[src/rtl/r_piso_tx_pkg.sv]
// Shared encodings for the framed serial link (transmitter and companion receiver).
package r_piso_tx_pkg;

  typedef enum logic [1:0] {
    IDLE  = 2'd0,
    START = 2'd1,
    DATA  = 2'd2,
    STOP  = 2'd3
  } state_t;

  localparam logic LINE_IDLE = 1'b1;
  localparam logic START_BIT = 1'b0;
  localparam logic STOP_BIT  = 1'b1;

endpackage

[src/rtl/r_piso_tx_bit_timer.sv]
// DIV-cycle modulo counter; o_tick marks the last cycle of each bit period.
module r_piso_tx_bit_timer #(
  parameter int DIV = 4
) (
  input  logic i_clk,
  input  logic i_reset,
  input  logic i_clear,
  output logic o_tick
);

  localparam int TW = (DIV > 1) ? $clog2(DIV) : 1;
  localparam logic [TW-1:0] LAST = TW'(DIV - 1);

  logic [TW-1:0] r_cnt;

  always_ff @(posedge i_clk) begin
    if (i_reset || i_clear) begin
      r_cnt <= '0;
    end else if (r_cnt == LAST) begin
      r_cnt <= '0;
    end else begin
      r_cnt <= r_cnt + TW'(1);
    end
  end

  assign o_tick = (r_cnt == LAST);

endmodule

[src/rtl/r_piso_tx.sv]
// Framed PISO transmitter: start bit, WIDTH data bits LSB first, stop bit, DIV clocks per bit.
module r_piso_tx
  import r_piso_tx_pkg::*;
#(
  parameter int WIDTH = 8,
  parameter int DIV   = 4
) (
  input  logic             clk,
  input  logic             reset,
  input  logic [WIDTH-1:0] d,
  input  logic             load_valid,
  output logic             load_ready,
  output logic             q_serial,
  output logic             busy,
  output logic             done
);

  localparam int BW = $clog2(WIDTH + 1);
  localparam logic [BW-1:0] LAST_BIT = BW'(WIDTH - 1);

  state_t           r_state;
  state_t           w_next;
  logic [WIDTH-1:0] r_shift;
  logic [BW-1:0]    r_bit_cnt;
  logic             r_done;
  logic             w_tick;
  logic             w_accept;

  assign w_accept = (r_state == IDLE) && load_valid;

  // Timer is held cleared while idle so every frame starts on a fresh bit period.
  r_piso_tx_bit_timer #(.DIV(DIV)) u_bit_timer (
    .i_clk   (clk),
    .i_reset (reset),
    .i_clear (r_state == IDLE),
    .o_tick  (w_tick)
  );

  always_ff @(posedge clk) begin
    if (reset) begin
      r_state <= IDLE;
    end else begin
      r_state <= w_next;
    end
  end

  always_comb begin
    w_next = r_state;
    case (r_state)
      IDLE:    if (w_accept) w_next = START;
      START:   if (w_tick) w_next = DATA;
      DATA:    if (w_tick && (r_bit_cnt == LAST_BIT)) w_next = STOP;
      STOP:    if (w_tick) w_next = IDLE;
      default: w_next = IDLE;
    endcase
  end

  always_ff @(posedge clk) begin
    if (reset) begin
      r_shift   <= '0;
      r_bit_cnt <= '0;
      r_done    <= 1'b0;
    end else begin
      r_done <= (r_state == STOP) && w_tick;
      if (w_accept) begin
        r_shift   <= d;
        r_bit_cnt <= '0;
      end else if ((r_state == DATA) && w_tick) begin
        r_shift   <= r_shift >> 1;
        r_bit_cnt <= r_bit_cnt + BW'(1);
      end
    end
  end

  always_comb begin
    q_serial = LINE_IDLE;
    case (r_state)
      START:   q_serial = START_BIT;
      DATA:    q_serial = r_shift[0];
      STOP:    q_serial = STOP_BIT;
      default: q_serial = LINE_IDLE;
    endcase
  end

  assign load_ready = (r_state == IDLE);
  assign busy       = (r_state != IDLE);
  assign done       = r_done;

endmodule

[config.mk]
export PLATFORM = sky130hd
export DESIGN_NAME = r_piso_tx
export DESIGN_NICKNAME = d
export VERILOG_FILES = /design/src/rtl/r_piso_tx_pkg.sv /design/src/rtl/r_piso_tx_bit_timer.sv /design/src/rtl/r_piso_tx.sv
export SDC_FILE = /design/constraint.sdc
export NUM_CORES = 1
export LEC_CHECK = 0
export ABC_CLOCK_PERIOD_IN_PS = 1550
export CAP_MARGIN = 20
export CORE_MARGIN = 5
export CORE_UTILIZATION = 40
export CTS_CLUSTER_SIZE = 8
export DETAILED_ROUTE_END_ITERATION = 16
export GPL_ROUTABILITY_DRIVEN = 0
export PLACE_DENSITY = 0.65
export SYNTH_ARGS = -nofsm -noshare
export SYNTH_HDL_FRONTEND = slang
export SYNTH_SLANG_ARGS = --single-unit
[constraint.sdc]
create_clock -name clk -period 1.55 [get_ports clk]
set_input_delay 0.2325 -clock clk [delete_from_list [all_inputs] [get_ports clk]]
set_output_delay 0.2325 -clock clk [all_outputs]
set_load 0.05 [all_outputs]
Word level (Yosys, flattened, before mapping)
Index checks and enable logic that the tools add are counted.

Word-level logic and storage cells: 35. Input port bits: 11. Output and inout bits: 4. Register bits after elaboration: 17.

Add/subtract/negate cells: 2. Mux-type cells: 8. Reductions and logical operators: 11. Equal/unequal tests: 9.

Operator list (count): $mux W8 (2); $mux W2 (4); $ne A2 B2 Y1 const B (4); $pmux W2 S4 (1); $eq A2 B2 Y1 const B (3); $add A4 B1 Y4 const B (1); $eq A4 B3 Y1 const B (1); $logic_and A1 B1 Y1 (4); $reduce_and A4 Y1 (1); $reduce_bool A2 Y1 (2); $reduce_or A2 Y1 (2); $add A2 B1 Y2 const B (1); $eq A2 B1 Y1 const B (1); $logic_not A2 Y1 (1); $pmux W1 S2 (1); $logic_or A1 B1 Y1 (1).

Longest topological paths before layout
Word-level depth: 4. Gate-level depth with buffers: 6. Gate-level depth less buffers: 5.

Cells and area by module
From an unflattened synthesis, not the netlist that was laid out.

Cell total of the unflattened synthesis: 94. Area total of the unflattened synthesis: 822.0 sq um.

By module, submodules not included: r_piso_tx (times used 1, sequential area each 300.3 sq um, area each 742.0 sq um, cells each 89); r_piso_tx_bit_timer (times used 1, sequential area each 40.0 sq um, area each 80.1 sq um, cells each 5).

Worst setup path before layout
Ideal clock, no wire load.

Path kind: register to output. From: register r_state[0]. To: output q_serial. Arrival time: 1.694 ns. Path buffers: 1. Stages on the path, launching flop included: 5. Required time: 1.317 ns. Slack: -0.377 ns. Path through: dfxtp_1 > inv_1 > ha_1 > buf_2 > mux2i_1.

Longest elaborated chain between the ends: 2. Elaborated cells between the ends (all ways): 3. Classes of those cells: eq/ne: 2; mux: 1.

Ends and longest elaborated chain: start, declared (RTL line r_piso_tx.sv:21) `state_t r_state;`; start signal, assigned (RTL line r_piso_tx.sv:43) `r_state <= w_next;`; $eq A2 B2 Y1 / $eq A2 B1 Y1 (equally long branches) (RTL line r_piso_tx.sv:77) `case (r_state)`; $pmux W1 S2 * (RTL line r_piso_tx.sv:77); end, declared (RTL line r_piso_tx.sv:13) `output logic q_serial,`.

Mark *: on every way between the ends. The rest lies on a longest branch, timed or not.

Final worst setup path
Ends and elaborated chain as after synthesis.

==> metrics.txt <==
clk slew on worst S/H paths=100 ps; htree depth=1; wire per inst=13.2 µm; worst path arrival time=1360 ps; main flop type after synthesis=dfxtp_1; core area=1980 µm²; critical path required time=1320 ps; setup ws final=-46.6 ps; cts bufs inserted=3; Synth top cells by count=dfxtp_1 (17), nand2_1 (11), nand3_1 (10); yosys warns=0; setup TNS=-122 ps; Starting Density=0.420; EDFF count, synth=0; final core utilization=0.636; Mean Syn Cell Area=8.77 µm²; Yosys cell types=25; Comb pwr share=0.606; layout cells sized above 1=0.292; Crit-path slowest cell=dfxtp_4; Final Hold Viols=0; outcome=complete, but fails checks; Buffers & Inverters on Critical Path=3; HPWL after DPL=1.31 mm; Antenna Cells=0; first-pass GRT wire length=3.42 mm; crit start category=register; DRT Pass-1 Iters=4; drt drc=0; CTS tree=done; Worst path top cell family by delay=flip-flops; Congestion Overflow GR=0; critical path peak fanout=4; worst skew pair latency=290 ps; clock net sink count=17; FFs w/ async S/R, synth=0; Max IR drop VDD=1360 µV; Final Slew Violations=0; Rows=16; RSZ-0062 raised after global routing=yes; Cell Area, Placed=1120 µm²; chip width=55.6 µm; Total GRT Usage=0.135; via count=752; port bufs=14; register bit count reported by yosys=17; deepest clock path buffer count=2; Critical Path, Cell by Cell=inv_4, ha_4, buf_8, mux2i_4, buf_12; crit path capture type=output pin; pin count of the biggest net entering global routing=16; static leakage=0.000486 µW; routed vias/inst=5.12; Syn Nets=113; Setup Viol. Count Final=3; PD cells=1730 nW/µm²; Detail Route Antenna Nets=0; final wirelength=1.94 mm; post-synthesis sequential area ratio=0.408; Tightest Hold Check Type=register to register; Synth top area share=0.408; Final Critical Period=1600 ps; fmax=626 MHz; area leader, netlist=dfxtp_1; Die Footprint=3100 µm²; Root Buffer=clkbuf_4; failing checks=setup timing; Nets=139; Cell Area, Synth=833 µm²; Syn Inst Count=95; sw power=853 µW; relative slew slack=0.763; CP peak stage delay=380 ps; initial antenna violation count=0; sequential power share=0.286; Power Internal=1330 µW; most frequent cell after synthesis=dfxtp_1; max cap viols=0; # hold bufs at CTS=0; 1st-iter DRT viols=13; post-layout instance area=1260 µm²; Layout area overhead=51.4%; worst slew pin tran=355 ps; IO Pins=15; Synth area leaders=dfxtp_1 (41%), ha_1 (11%), a311oi_1 (7.4%), nand3_1 (6.0%), nand2_1 (5.0%); vias in the first global route=764; Critical Setup Path Class=register to output pin; die height=55.6 µm; clock network power share=0.108; Tcrit/Tclk final=1.03; sw frac=0.392; clock skew=2.08 ps; setup slack, reg-to-reg=-40 ps
[layer usage]
metal	GRT usage	wire [µm]	up-vias
met1	0.160	900	344
li1	-	-	386
met2	0.226	933	19
met5	0	0	-
met4	0.0313	9	0
met3	0.0557	98	3
[metrics by stage]
step,power [µW],hold slack [ps],setup slack (ps),cells
CTS,2150,442,-56.4,145
finish,2180,444,-46.6,147
global route,2320,468,-107,147
global placement,1710,417,8.03,140
detailed placement,1730,422,-55.1,140
floorplan,1250,369,6.67,95
[cells in the final DEF (no fill, tap or decap), types with 2 or more instances in the layout]
cell              n
dfxtp_1          15
nand3_1          10
nand2_1          10
buf_4            10
clkdlybuf4s50_1  10
nor2_1            8
a311oi_1          4
ha_1              4
buf_12            4
nor3_1            3
mux2i_1           3
nand2b_1          3
a311oi_2          3
ha_4              3
clkbuf_4          3
inv_1             2
inv_4             2
xor2_1            2
buf_6             2
dfxtp_4           2
[area by class of cell]
type | instances | area [µm²]
fill | 157 | 721
multi-input combinational | 67 | 537
sequential | 17 | 348
timing repair buffer | 27 | 293
tap | 27 | 33.8
clock buffer | 4 | 26.3
inverter | 5 | 23.8
[registers in the layout, indices dropped and copies added (netlist names)]
signal / cells
done: 1
r_bit_cnt: 4
r_shift: 8
r_state: 2
u_bit_timer.r_cnt: 2
[worst reg2reg max path, delay by kind of cell (launching register included)]
family / cells / cell delay, ps
DFF: 1 / 400
muxes: 1 / 220
buffers and inverters: 1 / 40
and+or+nand+nor: 1 / 390
adders and majority gates: 1 / 150
AOI/OAI and AO/OA: 1 / 320
[final timing paths]
| path | start | endpoint | cells after the start |
|---|---|---|---|
| max | r_state[0]$_SDFFE_PP0P_ | q_serial | 5 |
| min | u_bit_timer.r_cnt[0]$_SDFF_PP0_ | u_bit_timer.r_cnt[0]$_SDFF_PP0_ | 1 |
| max reg2reg | r_state[1]$_SDFFE_PP0P_ | r_state[0]$_SDFFE_PP0P_ | 5 |
| min reg2reg | u_bit_timer.r_cnt[0]$_SDFF_PP0_ | u_bit_timer.r_cnt[0]$_SDFF_PP0_ | 1 |
[power groups by stage]
stage	Sequential [µW]	Clock [µW]	Combinational, µW
after floorplan	589	0	658
after global placement	599	0	1110
after detailed placement	602	0	1130
after CTS	623	246	1290
after global routing	635	270	1410
final	624	235	1320
[cell families after synthesis]
kind of cell / count (synthesis) / share of synthesized area
compound gates: 12 / 0.122
xor+xnor: 2 / 0.0210
fa+ha+maj: 7 / 0.105
buf+inv: 11 / 0.0526
flops: 17 / 0.408
mux: 4 / 0.0480
simple gates: 42 / 0.243
[timing repair]
| item | in CTS | in global routing |
|---|---|---|
| setup buffers | 2 | 1 |
| pin swaps | 2 | 4 |
| gates resized for setup | 14 | 7 |
| setup endpoints to repair | 4 | 11 |
| cloned | 0 | 1 |
No activity file was read; power rests on OpenSTA's default activity.
